--- src/rtl/bitwise_pkg.sv ---
// Shared definitions for the registered bitwise ALU slice: opcode encoding
// and the default datapath width.
package bitwise_pkg;

  typedef enum logic [1:0] {
    OP_AND = 2'b00,
    OP_OR  = 2'b01,
    OP_XOR = 2'b10,
    OP_NOT = 2'b11
  } op_t;

  localparam int DEFAULT_WIDTH = 7;

endpackage : bitwise_pkg

--- src/rtl/bitwise_core.sv ---
// Combinational bitwise operator: every result bit depends only on the
// same-index bits of a and b.
module bitwise_core
  import bitwise_pkg::*;
#(
  parameter int WIDTH = DEFAULT_WIDTH
) (
  input  logic [WIDTH-1:0] a,
  input  logic [WIDTH-1:0] b,
  input  logic [1:0]       op,
  output logic [WIDTH-1:0] res
);

  // Opcode decode; an unknown op propagates X instead of aliasing a valid op
  always_comb begin
    res = {WIDTH{1'b0}};
    case (op)
      OP_AND:  res = a & b;
      OP_OR:   res = a | b;
      OP_XOR:  res = a ^ b;
      OP_NOT:  res = ~a;
      default: res = {WIDTH{1'bx}};
    endcase
  end

endmodule : bitwise_core

--- src/rtl/bitwise_operations.sv ---
// Registered bitwise ALU slice: one operation per cycle, result on q one
// cycle after the operands are sampled.
module bitwise_operations
  import bitwise_pkg::*;
#(
  parameter int WIDTH = DEFAULT_WIDTH
) (
  input  logic             clk,
  input  logic             rst_n,
  input  logic [WIDTH-1:0] a,
  input  logic [WIDTH-1:0] b,
  input  logic [1:0]       op,
  output logic [WIDTH-1:0] q
);

  logic [WIDTH-1:0] q_d;
  logic [WIDTH-1:0] q_q;

  bitwise_core #(
    .WIDTH(WIDTH)
  ) u_core (
    .a  (a),
    .b  (b),
    .op (op),
    .res(q_d)
  );

  // Result register; reset clears it asynchronously and drops any in-flight value
  always_ff @(posedge clk or negedge rst_n) begin
    if (!rst_n) begin
      q_q <= {WIDTH{1'b0}};
    end else begin
      q_q <= q_d;
    end
  end

  assign q = q_q;

endmodule : bitwise_operations

--- config.mk ---
export PLATFORM = sky130hd
export DESIGN_NAME = bitwise_operations
export DESIGN_NICKNAME = d
export VERILOG_FILES = /design/src/rtl/bitwise_pkg.sv /design/src/rtl/bitwise_core.sv /design/src/rtl/bitwise_operations.sv
export SDC_FILE = /design/constraint.sdc
export NUM_CORES = 1
export LEC_CHECK = 0
export CAP_MARGIN = 25
export CORE_MARGIN = 5
export CORE_UTILIZATION = 41
export CTS_BUF_LIST = sky130_fd_sc_hd__clkbuf_8 sky130_fd_sc_hd__clkbuf_16
export DETAILED_ROUTE_END_ITERATION = 7
export PLACE_DENSITY_LB_ADDON = 0.2
export SLEW_MARGIN = 20
export SYNTH_ARGS = -nofsm -noshare
export SYNTH_HDL_FRONTEND = slang
export SYNTH_SLANG_ARGS = --single-unit
export TNS_END_PERCENT = 20
--- constraint.sdc ---
create_clock -name clk -period 0.8 [get_ports clk]
set_input_delay 0.16 -clock clk [delete_from_list [all_inputs] [get_ports clk]]
set_output_delay 0.16 -clock clk [all_outputs]
set_load 0.01 [all_outputs]
* Yosys cells after proc, flatten, opt, wreduce, memory -nomap -nowiden
Index checks and enable logic that the tools add are counted.
** Operators by class
- Add/subtract/negate cells :: 0
- Multiply operators :: 0
- Divide/modulo/power cells :: 0
- Magnitude comparators :: 0
- Equal/unequal tests :: 3
- Shifts and indexed selects :: 0
- Multiplexer cells :: 1
- Bitwise gates (word level) :: 4
- Reduce and logical (&&, ||, !) cells :: 1
** Operators by type and width (number)
- 7-bit case mux with 4 select lines :: 1
- 7-bit AND :: 1
- 7-bit inverter :: 1
- 7-bit OR :: 1
- 7-bit bitwise XOR :: 1
- 2-bit equality test (second input constant) :: 2
- 2-bit by 1-bit equality test with 1-bit output (second input constant) :: 1
- 2-bit zero test :: 1
** Storage, ports and cells
- Bits in registers :: 7
- Bits in latches :: 0
- RAM bits :: 0
- Bits in read-only memories :: 0
- Bits of input ports :: 18
- Output and inout port bits :: 7
- Memories kept :: 0

* Depth between registers and ports, before layout
- Depth after elaboration :: 2
- Depth in mapped cells :: 4
- Depth with buffers taken out :: 4

* Hierarchy
A second synthesis with hierarchy kept.
** Second synthesis, totals
- Cells, all modules :: 51
- Area total of the unflattened synthesis :: 609.3 um^2
** By module, submodules not included
- bitwise_core :: instances 1, cells an instance 44, area an instance 434.2 um^2, seq. area each 0.0 um^2
- bitwise_operations :: instances 1, cells an instance 7, area an instance 175.2 um^2, seq. area each 175.2 um^2

* Least setup slack after synthesis
No wires, ideal clock.
- Kind :: input port to flip-flop
- From :: input port a[1]
- To :: register q_q[1], in the netlist q[1]
- Data arrival time :: 0.892 ns
- Setup slack :: -0.230 ns
- Stages :: 3
- Path buffers :: 0
- Cell sequence :: inv_1 > ha_1 > mux4_2
** On the way
- Word-level cells in the longest chain between the ends :: 2
- Elaborated cells on any way between the ends :: 5
** RTL lines
- start: declaration :: line bitwise_operations.sv:10 : input logic [WIDTH-1:0] a,
- 7-bit bitwise XOR (tied with other cells) :: line bitwise_core.sv:20 : OP_XOR: res = a ^ b;
- 7-bit case mux with 4 select lines * :: line bitwise_core.sv:17 : case (op)
- named net q_d[1] :: line bitwise_operations.sv:16 : logic [WIDTH-1:0] q_d;
- end signal: assignment :: line bitwise_operations.sv:31 : q_q <= {WIDTH{1'b0}};
- end signal: assignment :: line bitwise_operations.sv:33 : q_q <= q_d;
- end: declaration :: line bitwise_operations.sv:17 : logic [WIDTH-1:0] q_q;
The timed path passes the listed nets; every way through them passes the cells marked *.

* Worst setup path after layout
- From :: register q_q[1], in the netlist q[1]
- To :: output port q[1]
** RTL lines
- end: declaration :: line bitwise_operations.sv:13 : output logic [WIDTH-1:0] q
No word-level cell between the ends.

==> results.py <==
metrics = {
    "status": {
        "status": "finished with violations",
        "violations": "setup timing",
    },
    "global_route": {
        "overflow": 0,
        "grt_usage_pct": 12.9,
        "grt_antenna_before_repair": 0,
        "first_global_vias": 535,
        "grt_max_degree": 8,
        "grt_pass1_wl_um": 2260,
    },
    "logic_synthesis": {
        "syn_area_per_cell_um2": 11.9,
        "synthXorXnorAreaFrac_pct": 0,
        "synth_warnings": 0,
        "synth_fa_ha_area_share_pct": 28.7,
        "netlist_area_um2": 609,
        "synth-simple-area-share_pct": 0,
        "synth_top_family_by_area": "adder cells",
        "ys_ff_latch": 7,
        "synth_compound_area_share_pct": 0,
        "seq_area_frac_synth_pct": 28.7,
        "synthMuxAreaShare_pct": 25.9,
        "synth.distinct_cells": 5,
        "syn-instance-count": 51,
        "synth_fp_nets": 83,
    },
    "detailed_routing": {
        "final_antenna_net_count": 0,
        "drt_iter0_markers": 3,
        "vias": 465,
        "remaining_drc_errors": 0,
        "met3_length_um": 109,
        "wl_met1_um": 452,
        "via_per_inst": 4.70,
        "wl_per_cell_um": 13.4,
        "dr_wl_met2_um": 736,
        "finalWirelength_um": 1330,
        "top_layer_used": "met4",
        "drtPass1Iterations": 3,
    },
    "worst_setup_path": {
        "worst_setup_path_end_kind": "primary output",
        "crit_type": "flip-flop to primary output",
        "cp_data_required_time_ps": 640,
        "slowest_stage": "dfrtp_1",
        "cp_num_buf_inv": 1,
        "startpoint_type": "flip-flop",
        "crit_chain": "buf_2",
        "max_stage_delay_ps": 370,
        "critPathTopFamily": "flip-flops",
        "worstPathMaxFanout": 1,
        "critPathArrivalTime_ps": 750,
    },
    "hold_path": {
        "min_path_type": "primary input to async pin",
    },
    "power_and_ir_drop": {
        "seqPwrFrac_pct": 29.1,
        "vdd_drop_max_v": 0.000873,
        "p_per_area_nw_per_um2": 1220,
        "leakage_nw": 0.535,
        "combPwrFrac_pct": 33.6,
        "power.internal_mw": 1.02,
        "switching_share_pct": 27.5,
        "clkPwrFrac_pct": 37.3,
        "switchingPower_uw": 387,
    },
    "sta": {
        "period_minus_slack_ps": 909,
        "setup_viol": 14,
        "rsz0062_at_grt": "true",
        "hold_viol_final": 0,
        "timing.slew.headroom_pct": 80.1,
        "tightest_slew_ps": 298,
        "slew_viol_final": 0,
        "postLayoutSetupSlackWorst_ps": -109,
        "period_share_pct": 114,
        "fmax_ghz": 1.10,
    },
    "final_layout": {
        "multi_input_area_um2": 420,
        "drive_gt1_share_pct": 73.5,
        "nNetsFinal": 116,
        "fin_cells": 99,
        "seq_area_um2": 175,
        "largest_reg_flops": 7,
        "nFillCells": 95,
        "stdcell_area_um2": 1150,
        "diodes": 0,
        "syn2layout_area_growth_pct": 88.7,
    },
    "placement": {
        "placedCellCount": 94,
        "io_buffer_count": 24,
        "gp_congestion": 0.683,
        "dpl-instance-area_um2": 1060,
        "hpwl_um": 1090,
    },
    "die": {
        "die-width_um": 48.6,
        "io_pins": 25,
        "core_um2": 1450,
        "dieArea_um2": 2360,
        "rows": 14,
        "initial_core_util_pct": 41.9,
        "die_h_um": 48.6,
    },
    "clocking": {
        "clockBufferDepth": 2,
        "htreeDepth": 1,
        "numCtsBuffers": 3,
        "clk_pin_slew_ps": 40,
        "clock-root-buffer": "clkbuf_8",
        "numClockSinks": 7,
        "cts_tree": "done",
    },
    "job": {
        "drv_cap": 0,
    },
}
what timing repair did:
| action | in CTS | in global routing |
|---|---|---|
| setup endpoints to repair | 14 | 14 |
| hold buffers | 0 | 0 |
| gates cloned | 0 | 0 |
| gates resized for setup | 134 | 1 |
| setup buffers | 1 | 0 |
| endpoints found under the hold margin | 0 | 0 |
Yosys cell counts:
master | instances | share of area, %
ha_1 | 14 | 29
buf_6 | 2 | 3.7
inv_1 | 21 | 13
dfrtp_1 | 7 | 29
mux4_2 | 7 | 26
final cells by class:
type                       count  area share (%)
clock inverter                 1           0.435
multi-input combinational     21            36.6
inverter                      21            14.3
timing repair buffer          30            28.2
clock buffer                   3            3.59
tap                           16            1.74
sequential                     7            15.2
layer usage:
layer | up-vias | track usage (%)
li1 | 222 | -
met1 | 224 | 11.8
met2 | 16 | 23.0
met3 | 3 | 6.13
met4 | 0 | 6.73
met5 | - | 0
power groups by stage:
stage	clock network (mW)	registers (mW)	logic (mW)
2_1_floorplan	0	0.436	0.189
3_3_place_gp	0	0.413	0.465
3_5_place_dp	0	0.417	0.480
4_1_cts	0.539	0.410	0.476
5_1_grt	0.554	0.413	0.524
6_report	0.524	0.409	0.472
final timing paths:
check | cells after the start | to | startpoint | slack [ps]
max | 1 | q[1] | q[1] | -110
min | 1 | q[5] | rst_n | 170
max in group asynchronous | 1 | q[4] | rst_n | 400
min in group clk | 3 | q[2] | a[2] | 320
through the flow:
step / setup TNS, ps / hold WS, ps / total power, mW / setup WS [ps] / util, %
CTS: -901 / 179 / 1.43 / -123 / 78.7
global route: -1100 / 201 / 1.49 / -130 / 79.1
detailed placement: -7240 / 432 / 0.897 / -875 / 73.2
finish: -845 / 174 / 1.40 / -109 / 79.1
floorplan: -1060 / -136 / 0.625 / -152 / -
global placement: -7040 / 434 / 0.878 / -858 / 73.2
cells by family (layout without fill, tap and decap cells):
kind of cell / after synthesis / count (layout)
fa+ha+maj: 14 / 14
buf+inv: 23 / 55
flops: 7 / 7
mux: 7 / 7
cells in the final DEF, fill, tap and decap left out, types with 3 or more instances in the layout:
master and count:
dfrtp_1 7, inv_1 7, clkbuf_8 3, ha_4 7, buf_12 6, inv_12 5
buf_2 8, mux4_2 7, buf_4 5, inv_4 9, buf_6 8, ha_1 7
No activity file was read; power rests on OpenSTA's default activity.
